<file path="config.mk">
export PLATFORM = sky130hd
export DESIGN_NAME = intc_ahb_mst
export DESIGN_NICKNAME = d
export VERILOG_FILES = /design/src/rtl/intc_ahb_mst.sv
export SDC_FILE = /design/constraint.sdc
export NUM_CORES = 1
export LEC_CHECK = 0
export CAP_MARGIN = 25
export CORE_AREA = 4 4 106 108
export DETAILED_ROUTE_END_ITERATION = 12
export DIE_AREA = 0 0 110 112
export PLACE_DENSITY = 0.84
export SYNTH_ARGS = -nofsm -noshare
export SYNTH_HDL_FRONTEND = slang
export SYNTH_SLANG_ARGS = --single-unit
</file>
<file path="constraint.sdc">
create_clock -name clk -period 3.73 [get_ports clk]
set_input_delay 0.5595 -clock clk [delete_from_list [all_inputs] [get_ports clk]]
set_output_delay 0.5595 -clock clk [all_outputs]
set_load 0.01 [all_outputs]
</file>
<file path="src/rtl/intc_ahb_mst.sv">
// Single-outstanding AHB-Lite master: turns a request/response handshake into
// 32-bit SINGLE NONSEQ transfers, with misalignment rejection and a wait-timeout flag.
module intc_ahb_mst #(
    parameter int AHB_AW   = 32,
    parameter int AHB_DW   = 32,
    parameter int MAX_WAIT = 1024
) (
    input  logic              clk,
    input  logic              rst,
    input  logic              req_i,
    input  logic              req_wr_i,
    input  logic [AHB_AW-1:0] req_addr_i,
    input  logic [AHB_DW-1:0] req_wdata_i,
    output logic              req_gnt_o,
    output logic              rsp_vld_o,
    output logic              rsp_err_o,
    output logic [AHB_DW-1:0] rsp_rdata_o,
    output logic              busy_o,
    output logic              tmo_o,
    input  logic              tmo_clr_i,
    output logic [AHB_AW-1:0] haddr_o,
    output logic              hwrite_o,
    output logic [1:0]        htrans_o,
    output logic [2:0]        hsize_o,
    output logic [2:0]        hburst_o,
    output logic              hmastlock_o,
    output logic [AHB_DW-1:0] hwdata_o,
    input  logic              hready_i,
    input  logic [1:0]        hresp_i,
    input  logic [AHB_DW-1:0] hrdata_i
);

    typedef enum logic [1:0] {
        S_IDLE = 2'd0,
        S_ADDR = 2'd1,
        S_DATA = 2'd2,
        S_ERR  = 2'd3
    } state_t;

    localparam int            CW    = $clog2(MAX_WAIT + 1);
    localparam logic [CW-1:0] W_MAX = CW'(MAX_WAIT);
    localparam logic [CW-1:0] W_SET = CW'(MAX_WAIT - 1);
    localparam logic [CW-1:0] W_ONE = CW'(1);

    state_t            r_state;
    state_t            w_state_nxt;
    logic [AHB_AW-1:0] r_addr;
    logic              r_wr;
    logic [AHB_DW-1:0] r_wdata;
    logic              r_rsp_vld;
    logic              r_rsp_err;
    logic [AHB_DW-1:0] r_rdata;
    logic              r_tmo;
    logic [CW-1:0]     r_wcnt;

    logic w_gnt;
    logic w_misal;
    logic w_herr;
    logic w_wait;
    logic w_tmo_set;
    logic w_rsp_vld;
    logic w_rsp_err;
    logic w_rdata_ld;

    assign w_gnt     = req_i && (r_state == S_IDLE);
    assign w_misal   = (req_addr_i[1:0] != 2'b00);
    assign w_herr    = (hresp_i == 2'b01);
    assign w_wait    = ((r_state == S_DATA) || (r_state == S_ERR)) && !hready_i;
    // Fires on the wait cycle that brings the count to MAX_WAIT (and while saturated).
    assign w_tmo_set = w_wait && (r_wcnt >= W_SET);

    always_ff @(posedge clk) begin
        if (rst) begin
            r_state <= S_IDLE;
        end else begin
            r_state <= w_state_nxt;
        end
    end

    always_comb begin
        w_state_nxt = r_state;
        w_rsp_vld   = 1'b0;
        w_rsp_err   = 1'b0;
        w_rdata_ld  = 1'b0;
        case (r_state)
            S_IDLE: begin
                if (w_gnt) begin
                    if (w_misal) begin
                        w_rsp_vld = 1'b1;
                        w_rsp_err = 1'b1;
                    end else begin
                        w_state_nxt = S_ADDR;
                    end
                end
            end
            S_ADDR: begin
                if (hready_i) w_state_nxt = S_DATA;
            end
            S_DATA: begin
                if (hready_i) begin
                    // A one-cycle ERROR (no leading wait) is still reported as an error.
                    w_rsp_vld   = 1'b1;
                    w_state_nxt = S_IDLE;
                    if (w_herr) begin
                        w_rsp_err = 1'b1;
                    end else if (!r_wr) begin
                        w_rdata_ld = 1'b1;
                    end
                end else if (w_herr) begin
                    w_state_nxt = S_ERR;
                end
            end
            S_ERR: begin
                if (hready_i) begin
                    w_rsp_vld   = 1'b1;
                    w_rsp_err   = 1'b1;
                    w_state_nxt = S_IDLE;
                end
            end
            default: w_state_nxt = S_IDLE;
        endcase
    end

    always_ff @(posedge clk) begin
        if (rst) begin
            r_addr    <= '0;
            r_wr      <= 1'b0;
            r_wdata   <= '0;
            r_rsp_vld <= 1'b0;
            r_rsp_err <= 1'b0;
            r_rdata   <= '0;
            r_tmo     <= 1'b0;
            r_wcnt    <= '0;
        end else begin
            if (w_gnt) begin
                r_addr  <= req_addr_i;
                r_wr    <= req_wr_i;
                r_wdata <= req_wdata_i;
            end
            r_rsp_vld <= w_rsp_vld;
            r_rsp_err <= w_rsp_err;
            if (w_rdata_ld) r_rdata <= hrdata_i;
            if (w_wait) begin
                if (r_wcnt != W_MAX) r_wcnt <= r_wcnt + W_ONE;
            end else begin
                r_wcnt <= '0;
            end
            if (w_tmo_set) begin
                r_tmo <= 1'b1;
            end else if (tmo_clr_i) begin
                r_tmo <= 1'b0;
            end
        end
    end

    assign req_gnt_o   = w_gnt;
    assign rsp_vld_o   = r_rsp_vld;
    assign rsp_err_o   = r_rsp_err;
    assign rsp_rdata_o = r_rdata;
    assign busy_o      = (r_state != S_IDLE);
    assign tmo_o       = r_tmo;
    assign haddr_o     = r_addr;
    assign hwrite_o    = r_wr;
    assign htrans_o    = (r_state == S_ADDR) ? 2'b10 : 2'b00;
    assign hsize_o     = 3'b010;
    assign hburst_o    = 3'b000;
    assign hmastlock_o = 1'b0;
    assign hwdata_o    = r_wdata;

endmodule

</file>
==> Word-level counts from Yosys, hierarchy flattened <==
Cells that the tools add are included.
{ "word_totals": {"ff_bits": 113, "input_bits": 104, "out_inout_bits": 111, "wordCells": 55} }
{ "classes": {"add_sub_neg": 1, "n_lt_le_gt_ge": 1, "n_eq_ne": 10, "mux": 21, "bitwise_logic": 1, "reduce_logical": 12} }
{ "ops": {"columns": ["cell", "count"], "rows": [
  ["two-way mux 2 bit", 7],
  ["adder 11 x 1 -> 11 bit, second input constant", 1],
  ["greater-or-equal comparator 11 x 10 -> 1 bit, second input constant", 1],
  ["two-way mux 1 bit", 11],
  ["inequality test 11 bit, second input constant", 1],
  ["inequality test 2 bit, second input constant", 4],
  ["one-hot mux 2 bit (4 select lines)", 1],
  ["nonzero test 2 bit", 3],
  ["AND reduction 5 bit", 1],
  ["== test 2 x 1 -> 1 bit, second input constant", 2],
  ["== test 2 bit, second input constant", 2],
  ["OR reduction 2 bit", 2],
  ["logical AND 1 bit", 3],
  ["inequality test 3 bit, second input constant", 1],
  ["one-hot mux 1 bit (3 select lines)", 1],
  ["logical NOT 2 bit", 1],
  ["one-hot mux 1 bit (2 select lines)", 1],
  ["logical NOT 1 bit", 1],
  ["logical OR 1 bit", 1],
  ["inverter 1 bit", 1]
]} }

==> Longest topological paths before layout <==
Gate-level depths: netlist (run 1).
{ "logic_depth": {"ltp_word": 5, "mapped_depth": 7, "mapped_depth_nobuf": 5} }

==> Worst setup path after synthesis (run 1) <==
Ideal clock, no wire load.
{ "synth_path": {"path_type": "input port to output port", "startpoint": "input req_i", "endpoint": "output req_gnt_o", "arrival_ns": 1.220, "t_required_ns": 3.171, "slack_ns": 1.950, "stages": 3, "path_buffers": 1, "path_cell_list": "or3b_1 inv_1 buf_2"} }
{ "synth_via": {"elab_chain_len": 1} }
{ "synth_rtl": {"columns": ["item", "line", "rtl"], "rows": [
  ["start: declaration", "10", "input logic req_i,"],
  ["logical AND 1 bit", "65", "assign w_gnt = req_i && (r_state == S_IDLE);"],
  ["end: declaration", "14", "output logic req_gnt_o,"]
]} }
Every way passes these cells.

==> Final worst setup path (run 1) <==
Same ends and word-level chain as after synthesis.

==> results by stage, run 1 <==
Status:
- The flow ran to the end, and the final reports show no timing, DRC or antenna violations.

Worst setup path:
- The cell class contributing the biggest share of worst-path delay is buffers and inverters.
- The sort of element at the end of the critical path is a primary output.
- The signal arrival time at the worst endpoint is 2110 ps.
- The sort of element at the start of the critical path is a primary input.
- The critical path in this run is classified as primary input to primary output.
- The critical path goes through clkdlybuf4s50_1, or3b_2, inv_2, clkdlybuf4s50_1.
- Along the worst path, the maximum fanout reaches 2.
- The endpoint required time on the critical path is 3170 ps.
- The number of buffer and inverter stages on the critical path is 3.
- The cell with the largest stage delay on the worst path is clkdlybuf4s50_1.
- Counting stages on the worst path, the most repeated cell is clkdlybuf4s50_1.
- The delay of the slowest cell on the worst path is 540 ps.

Detailed routing:
- The routed wire length is 13.84 mm.
- After detailed routing, the average wire length per cell comes to 15.93 µm.
- The number of nets with antenna violations after detailed routing is 0.
- The via count of the routed design is 4601.
- Before antenna repair, the detailed router went through 5 iterations.
- After detailed routing, the number of remaining DRC violations is 0.
- The first-iteration detailed-routing DRC count is 209.
- The detail-routed via count per cell is 5.295.

Yosys:
- Of the total synthesized cell area, the portion taken by full adders, half adders and majority gates is 0.005653.
- The synthesized design contains 113 register bits.
- The portion of synthesized area spent on multiplexers is 0.002261.
- Yosys attributes the largest share of cell area to dfxtp_1 (51%), a21oi_1 (12%), nand2_1 (11%).
- After synthesis, the largest family of logic cells by area is simple AND/OR/NAND/NOR gates.
- The post-synthesis sequential area ratio is 0.5110.
- The basic-gate share of the synthesized area counting and, or, nand and nor cells is 0.2114.
- The proportion of register bits with asynchronous set or reset after synthesis is 0.
- The cell area that synthesis handed to floorplanning was 0.004427 mm².
- The commonest cells after synthesis are nand2_1 (134), dfxtp_1 (113), a21oi_1 (108).
- The complex-gate fraction of the synthesized area is 0.2007.
- Synthesis instantiated 35 different standard cells from the library.
- The most numerous cell in the Yosys netlist is nand2_1.
- Of the total synthesized cell area, the portion taken by XOR and XNOR cells is 0.003957.
- The predominant post-synthesis flop cell is dfxtp_1.
- The count of warnings emitted by yosys is 0.
- The synthesized instance count is 539.
- The count of flip-flops with a built-in enable after synthesis is 0.
- Averaged over all synthesized cells, the footprint is 8.213 µm².
- The leading area contributor after synthesis is dfxtp_1.
- The share of the synthesized area in the top cell type is 0.5110.

Timing:
- The worst relative slew slack is 0.3750.
- Between clock sinks in the finished design, the worst skew comes to 6.384 ps.
- The number of hold-slack violations in the final timing report is 0.
- For the pin with the worst max-slew slack, the measured transition is 931.7 ps.
- The clock period minus worst slack is 2674 ps.
- The final clock period utilization by the worst path is 0.7169.
- Setup repair after global routing left no endpoint under its margin.
- Setup violations remaining at the end of the flow were counted as 0.
- The setup TNS after final layout is 0 ps.
- The number of max-slew violations in the final report is 0.
- The final worst-path setup slack is 1056 ps.
- The maximum operating frequency is 0.3740 GHz.

Placed design:
- Buffers placed on the I/O ports in this run total 206.
- The minimum setup slack after placement is 1039 ps.
- The instance area after placement is 0.006485 mm².
- The weighted congestion reported at the end of routability-driven placement is 0.7824.
- After legalization and detailed placement, the total HPWL measured 9.590 mm.
- The number of placed instances with taps included is 836.

GRT:
- After global routing the overflow that remains totals 0.
- The number of antenna violations at the first check in global routing is 0.
- The overall routing resource usage is 0.2218.
- The first-pass GRT wire length is 21.80 mm.
- The number of global-route vias before repair is 4606.
- Entering global routing, the biggest net connects 105 pins.

Clock network:
- Counting along the longest clock path gives a buffer depth of 2.
- The CTS H-tree depth is 4.
- After clock tree synthesis, the clock-pin slew on the worst setup and hold paths is 60 ps.
- The buffer type at the clock tree root is clkbuf_8.
- In this run the post-CTS setup repair buffer count came out at 0.
- The number of buffers created by CTS is 17.
- The TritonCTS clock tree is done.
- The clock reaches the later pin of the worst-skew pair after 500 ps.
- In this run, post-CTS repair resized a total of 0 instances.
- The number of clock sinks seen by CTS is 113.
- The number of hold buffers added after CTS is 0.

Cells and area:
- Of the cells placed in the final design, the portion with a size suffix greater than 1 is 0.06412.
- The layout net count is 827.
- The filler cell count is 816.
- After routing the design area is 0.007118 mm².
- The area growth from synthesis to final layout is 60.80%.
- The repair_antennas step left the layout with diodes totalling 0.
- The count of cells in the finished layout, fillers not included, comes to 869.

Pwr:
- The overall power is 3.251 mW.
- The internal portion of the total power is 2.503 mW.
- The power density over cell area is 456.7 mW/mm².
- The worst-case IR drop observed on VDD is 0.3718 mV.
- The share of total power dissipated in the clock network is 0.487.
- Of the total power, combinational logic draws 0.120.
- In this run the power spent charging and discharging nets is 0.7479 mW.
- Of the total power, the share spent switching nets is 0.2300.
- The total leakage power is 2.504 nW.
- The sequential cell fraction of total power is 0.394.

Floorplanning:
- Row generation in the floorplan step produced 37 rows.
- The width of the chip is 110 µm.
- After floorplanning, the core was sized to cover 0.01023 mm².
- Measured along the y axis, the die boundary spans 112 µm.
- The top-level I/O count is 215.
- The initial core utilization is 0.4327.
- The die covers 0.01232 mm².

Flow run:
- Across the run, the number of max-cap violations was 0.

Hold path:
- The path class of the tightest hold or removal check is primary input to flop.
==> power by group through the flow <==
stage,Sequential [mW],Clock [mW],Combinational [mW]
global route,1.29,1.69,0.419
CTS,1.28,1.61,0.386
detailed placement,1.31,0,0.384
floorplan,1.33,0,0.130
global placement,1.30,0,0.373
finish,1.28,1.58,0.389
==> cells by family after synthesis <==
logic type / after synthesis
other cells: 2
mux: 1
buf+inv: 62
simple gates: 201
flops: 113
compound gates: 156
xor+xnor: 2
fa+ha+maj: 2
==> layout make-up <==
type / instances / area [µm²] / share of cell area
multi-input cells: 370 / 1909 / 0.2682
clock inverters: 12 / 158.9 / 0.02232
flip-flops and latches: 113 / 2262 / 0.3178
clock buffers: 19 / 431.7 / 0.06064
inverters: 5 / 18.77 / 0.002637
repair buffers: 214 / 2167 / 0.3044
well taps: 136 / 170.2 / 0.02391
==> metrics by stage <==
stage | hold WS [ps] | utilization
2_1_floorplan | 460.3 | -
3_3_place_gp | 440.7 | 0.6312
3_5_place_dp | 447.5 | 0.6339
4_1_cts | 455.0 | 0.6916
5_1_grt | 232.3 | 0.6957
6_report | 269.2 | 0.6957
==> worst reg2reg max path, stage by stage (launching register included) <==
cell	delay [ps]
dfxtp_1	310
buf_4	330
clkinv_1	830
nand4_1	400
a21oi_1	100
==> layout by cell type (no fill, tap or decap), drive strengths merged, types with 5 or more instances in the layout <==
cell	count
inv	6
nand3	5
o21ai	6
clkdlybuf4s50	205
or3	6
nand4	33
a21oi	108
buf	9
o31ai	37
nand2	134
clkbuf	19
clkinvlp	5
dfxtp	113
conb	8
==> layer usage <==
layer  up-vias  track usage  part of all wire
li1       2233            -                 -
met1      2118       0.2413              0.38
met2       204       0.3766              0.50
met3        46      0.07420             0.083
met4         0       0.1147             0.038
met5         -            0                 0
==> state kept, by name, summed over array words and instances, names as in the netlist <==
signal       cells
haddr_o         32
hwdata_o        32
rsp_rdata_o     32
r_wcnt          11
r_state          2
hwrite_o         1
rsp_err_o        1
rsp_vld_o        1
tmo_o            1
==> worst paths after layout <==
path / to / slack, ps / from / cells past startpoint
max: req_gnt_o / 1060 / req_i / 4
min: hwdata_o[31] / 270 / rst / 2
max reg2reg: rsp_rdata_o[31] / 1630 / r_state[0] / 4
min reg2reg: haddr_o[30] / 450 / haddr_o[30] / 2
No activity file was read; power rests on OpenSTA's default activity.
==> run 2, diff against run 1 <==
--- a/config.mk
+++ b/config.mk
@@ -6,10 +6,10 @@
 export NUM_CORES = 1
 export LEC_CHECK = 0
 export CAP_MARGIN = 25
-export CORE_AREA = 4 4 106 108
+export CORE_AREA = 4 4 109 111
 export DETAILED_ROUTE_END_ITERATION = 12
-export DIE_AREA = 0 0 110 112
-export PLACE_DENSITY = 0.84
+export DIE_AREA = 0 0 113 115
+export PLACE_DENSITY = 0.8
 export SYNTH_ARGS = -nofsm -noshare
 export SYNTH_HDL_FRONTEND = slang
 export SYNTH_SLANG_ARGS = --single-unit
==> constraint.sdc (replaced) <==
create_clock -name clk -period 2.7 [get_ports clk]
set_input_delay 0.405 -clock clk [delete_from_list [all_inputs] [get_ports clk]]
set_output_delay 0.405 -clock clk [all_outputs]
set_load 0.01 [all_outputs]
==> run 2 against run 1 <==
  * Setup slack got worse by 810 ps
  * Power increased by 29%
  * Final area decreased by 1.5%
  * Critical path depth decreased by 1
  * Global-route usage decreased by 1.5 points
  * Critical path type is now flop to primary output
  * Largest cell class unchanged
  * Largest power group unchanged
==> results by stage, run 2 (same netlist as run 1, synthesis figures left out) <==
Placed design:
- In this run the tool buffered the top-level ports with 206 buffer cells.
- In this run, placement finished with an instance count of 843.
- The total half-perimeter wirelength after legalization and detailed placement is 9.577 mm.
- The weighted congestion reported at the end of routability-driven placement is 0.8470.
- The instance area after placement is 0.006500 mm².

Worst setup path:
- For the worst setup path, the data arrival time is 2050 ps.
- STA classifies the critical path startpoint as a flop.
- The endpoint identified for the worst register-to-register timing path is rsp_vld_o.
- The depth of the worst register-to-register path is 5.
- STA puts the critical path data required time at 2300 ps.
- The worst setup path is captured at a primary output.
- The register-to-register setup slack is 640 ps.
- The critical path in this run is classified as flop to primary output.
- The launch instance of the worst register-to-register path is r_state[1].
- Along the worst path, the maximum fanout reaches 10.

Hold path:
- The path class of the tightest hold or removal check is primary input to flop.
- The cell count of the worst hold path is 2.
- The launch instance of the worst min-delay path is rst.
- The worst hold endpoint is r_state[1].

Cells and area:
- Leaving out fill and tap cells, the most frequent cell in the layout is clkdlybuf4s50_1.
- The cell area after layout is 0.007014 mm².
- The post-route core utilization is 0.6499.
- The layout net count is 828.
- The count of placed standard cells in the final layout, fillers left out is 875.
- The fraction of layout instances using a drive strength above 1 is 0.06531.
- The count of antenna diodes in the layout is 0.
- Relative to the synthesized area, the layout overhead comes to 58.45%.
- The library cells used most frequently in the layout, excluding fill and tap cells, are clkdlybuf4s50_1 (205), nand2_1 (134), dfxtp_1 (113), a21oi_1 (108), o31ai_1 (37).

Clock network:
- The number of hold buffers added after CTS is 0.
- The clock-pin slew reported for the worst setup and hold paths after clock tree synthesis is 60 ps.
- In this run the post-CTS setup repair buffer count came out at 0.
- The number of buffers created by CTS is 17.
- Counting every sink on the clock net gives 113.
- The buffer type at the clock tree root is clkbuf_8.
- The clock passes through at most 2 buffers.
- TritonCTS built the clock tree.
- The H-tree was split into 4 levels.
- The number of gates resized after CTS was 0.
- The worst-skew pair later-pin latency is 480 ps.

Pwr:
- The cell internal power dissipation is 3.187 mW.
- The share of total power dissipated in combinational logic is 0.126.
- The analysis attributes to net switching a power of 1.016 mW.
- Of the total power, registers draw 0.421.
- The power density over cell area is 599.3 mW/mm².
- For this design the static power due to leakage is 2.468 nW.
- The switching share of total power is 0.2417.
- The share of total power dissipated in the clock network is 0.453.
- The worst vdd rail ir drop is 0.4101 mV.

Floorplanning:
- The floorplan has 38 rows.
- The width of the chip is 113 µm.
- The area enclosed by the die boundary is 0.01300 mm².
- The initial core utilization is 0.4102.
- The top-level I/O count is 215.
- From bottom edge to top edge, the die measures 115 µm.
- The placeable core region is 0.01079 mm².

Timing:
- Static timing analysis puts the maximum clock frequency at 0.4078 GHz.
- The final clock period utilization by the worst path is 0.9082.
- Across the routed clock network, the largest skew measured is 8.979 ps.
- The final count of negative-setup-slack endpoints is 0.
- Setup repair after global routing left no endpoint under its margin.
- In the final timing run, aggregate negative setup slack is 0 ps.
- The number of hold-slack violations in the final timing report was 0.
- The transition at the pin with the smallest max-transition slack is 681.7 ps.
- The number of max-slew violations in the final report came to 0.
- The worst relative slew slack is 0.5455.
- The clock period minus worst slack is 2452 ps.

Flow run:
- The count of max-cap constraint violations is 0.

GRT:
- The number of antenna violations at the first check in global routing came to 0.
- Entering global routing, the biggest net connects 67 pins.
- The first global-routing pass estimated 22.16 mm of wire.
- Across every metal layer, demand over resource in global routing totals 0.2064.
- The number of global-route vias before repair is 4600.
- Summed over all layers, the global routing overflow is 0.

Detailed routing:
- For this block, the routed nets add up to 13.88 mm of wire.
- The detail-routed via count per cell is 5.214.
- In the final routed layout, each cell accounts on average for 15.86 µm.
- For this run, the detailed router's first-pass iteration total came to 5.
- The detail route stage leaves a number of antenna-violating nets equal to 0.
- The routed layout has 4562 vias.
- The number of DRC violations after detailed routing is 0.
- The first-iteration detailed-routing DRC count is 318.

Status:
- The flow ran to the end, and the final reports show no timing, DRC or antenna violations.
-- run 2: routing by layer --
metal	share of wire	vias up	global-route usage	wire length (µm)
li1	-	2235	-	-
met1	0.39	2120	0.2302	5426
met2	0.49	181	0.3551	6816
met3	0.091	26	0.07684	1268
met4	0.026	0	0.08814	364
met5	0	-	0	0
-- run 2: how the worst max path moves through the flow --
stage                           from        end  depth (start not counted)  slack [ps]
after floorplan            r_wcnt[0]  r_wcnt[0]                          5         990
after CTS                 r_state[1]  req_gnt_o                          3         200
after global placement         req_i  rsp_vld_o                          6         180
after detailed placement       req_i  rsp_vld_o                          6         170
after global routing      r_state[1]  req_gnt_o                          3         140
final                     r_state[1]  req_gnt_o                          3         250
-- run 2: cell type report --
cell class                      count  area [µm²]
Multi-Input combinational cell    370        1909
Inverter                            5       18.77
Sequential cell                   113        2262
Fill cell                         888        3779
Tap cell                          140       175.2
Clock inverter                     11       65.06
Clock buffer                       21       449.2
Timing Repair Buffer              215        2135
-- run 2: stage by stage --
stage	power, mW	setup WS [ps]	hold slack, ps
floorplan	2.011	992.5	460.3
global placement	2.320	184.6	441.0
detailed placement	2.335	169.8	445.3
CTS	4.247	196.7	378.0
global route	4.381	143.6	401.1
finish	4.203	247.8	409.3
-- run 2: critical path, cell delays in order (launching register included) --
cell,delay (ps)
dfxtp_1,390
or3b_2,520
inv_2,70
clkdlybuf4s50_1,570
-- run 2: power groups by stage --
stage / sequential, mW / clock [mW] / combinational (mW)
after floorplan: 1.83 / 0 / 0.180
after global placement: 1.80 / 0 / 0.520
after detailed placement: 1.80 / 0 / 0.531
after CTS: 1.77 / 1.94 / 0.534
after global routing: 1.78 / 2.03 / 0.574
final: 1.77 / 1.90 / 0.531
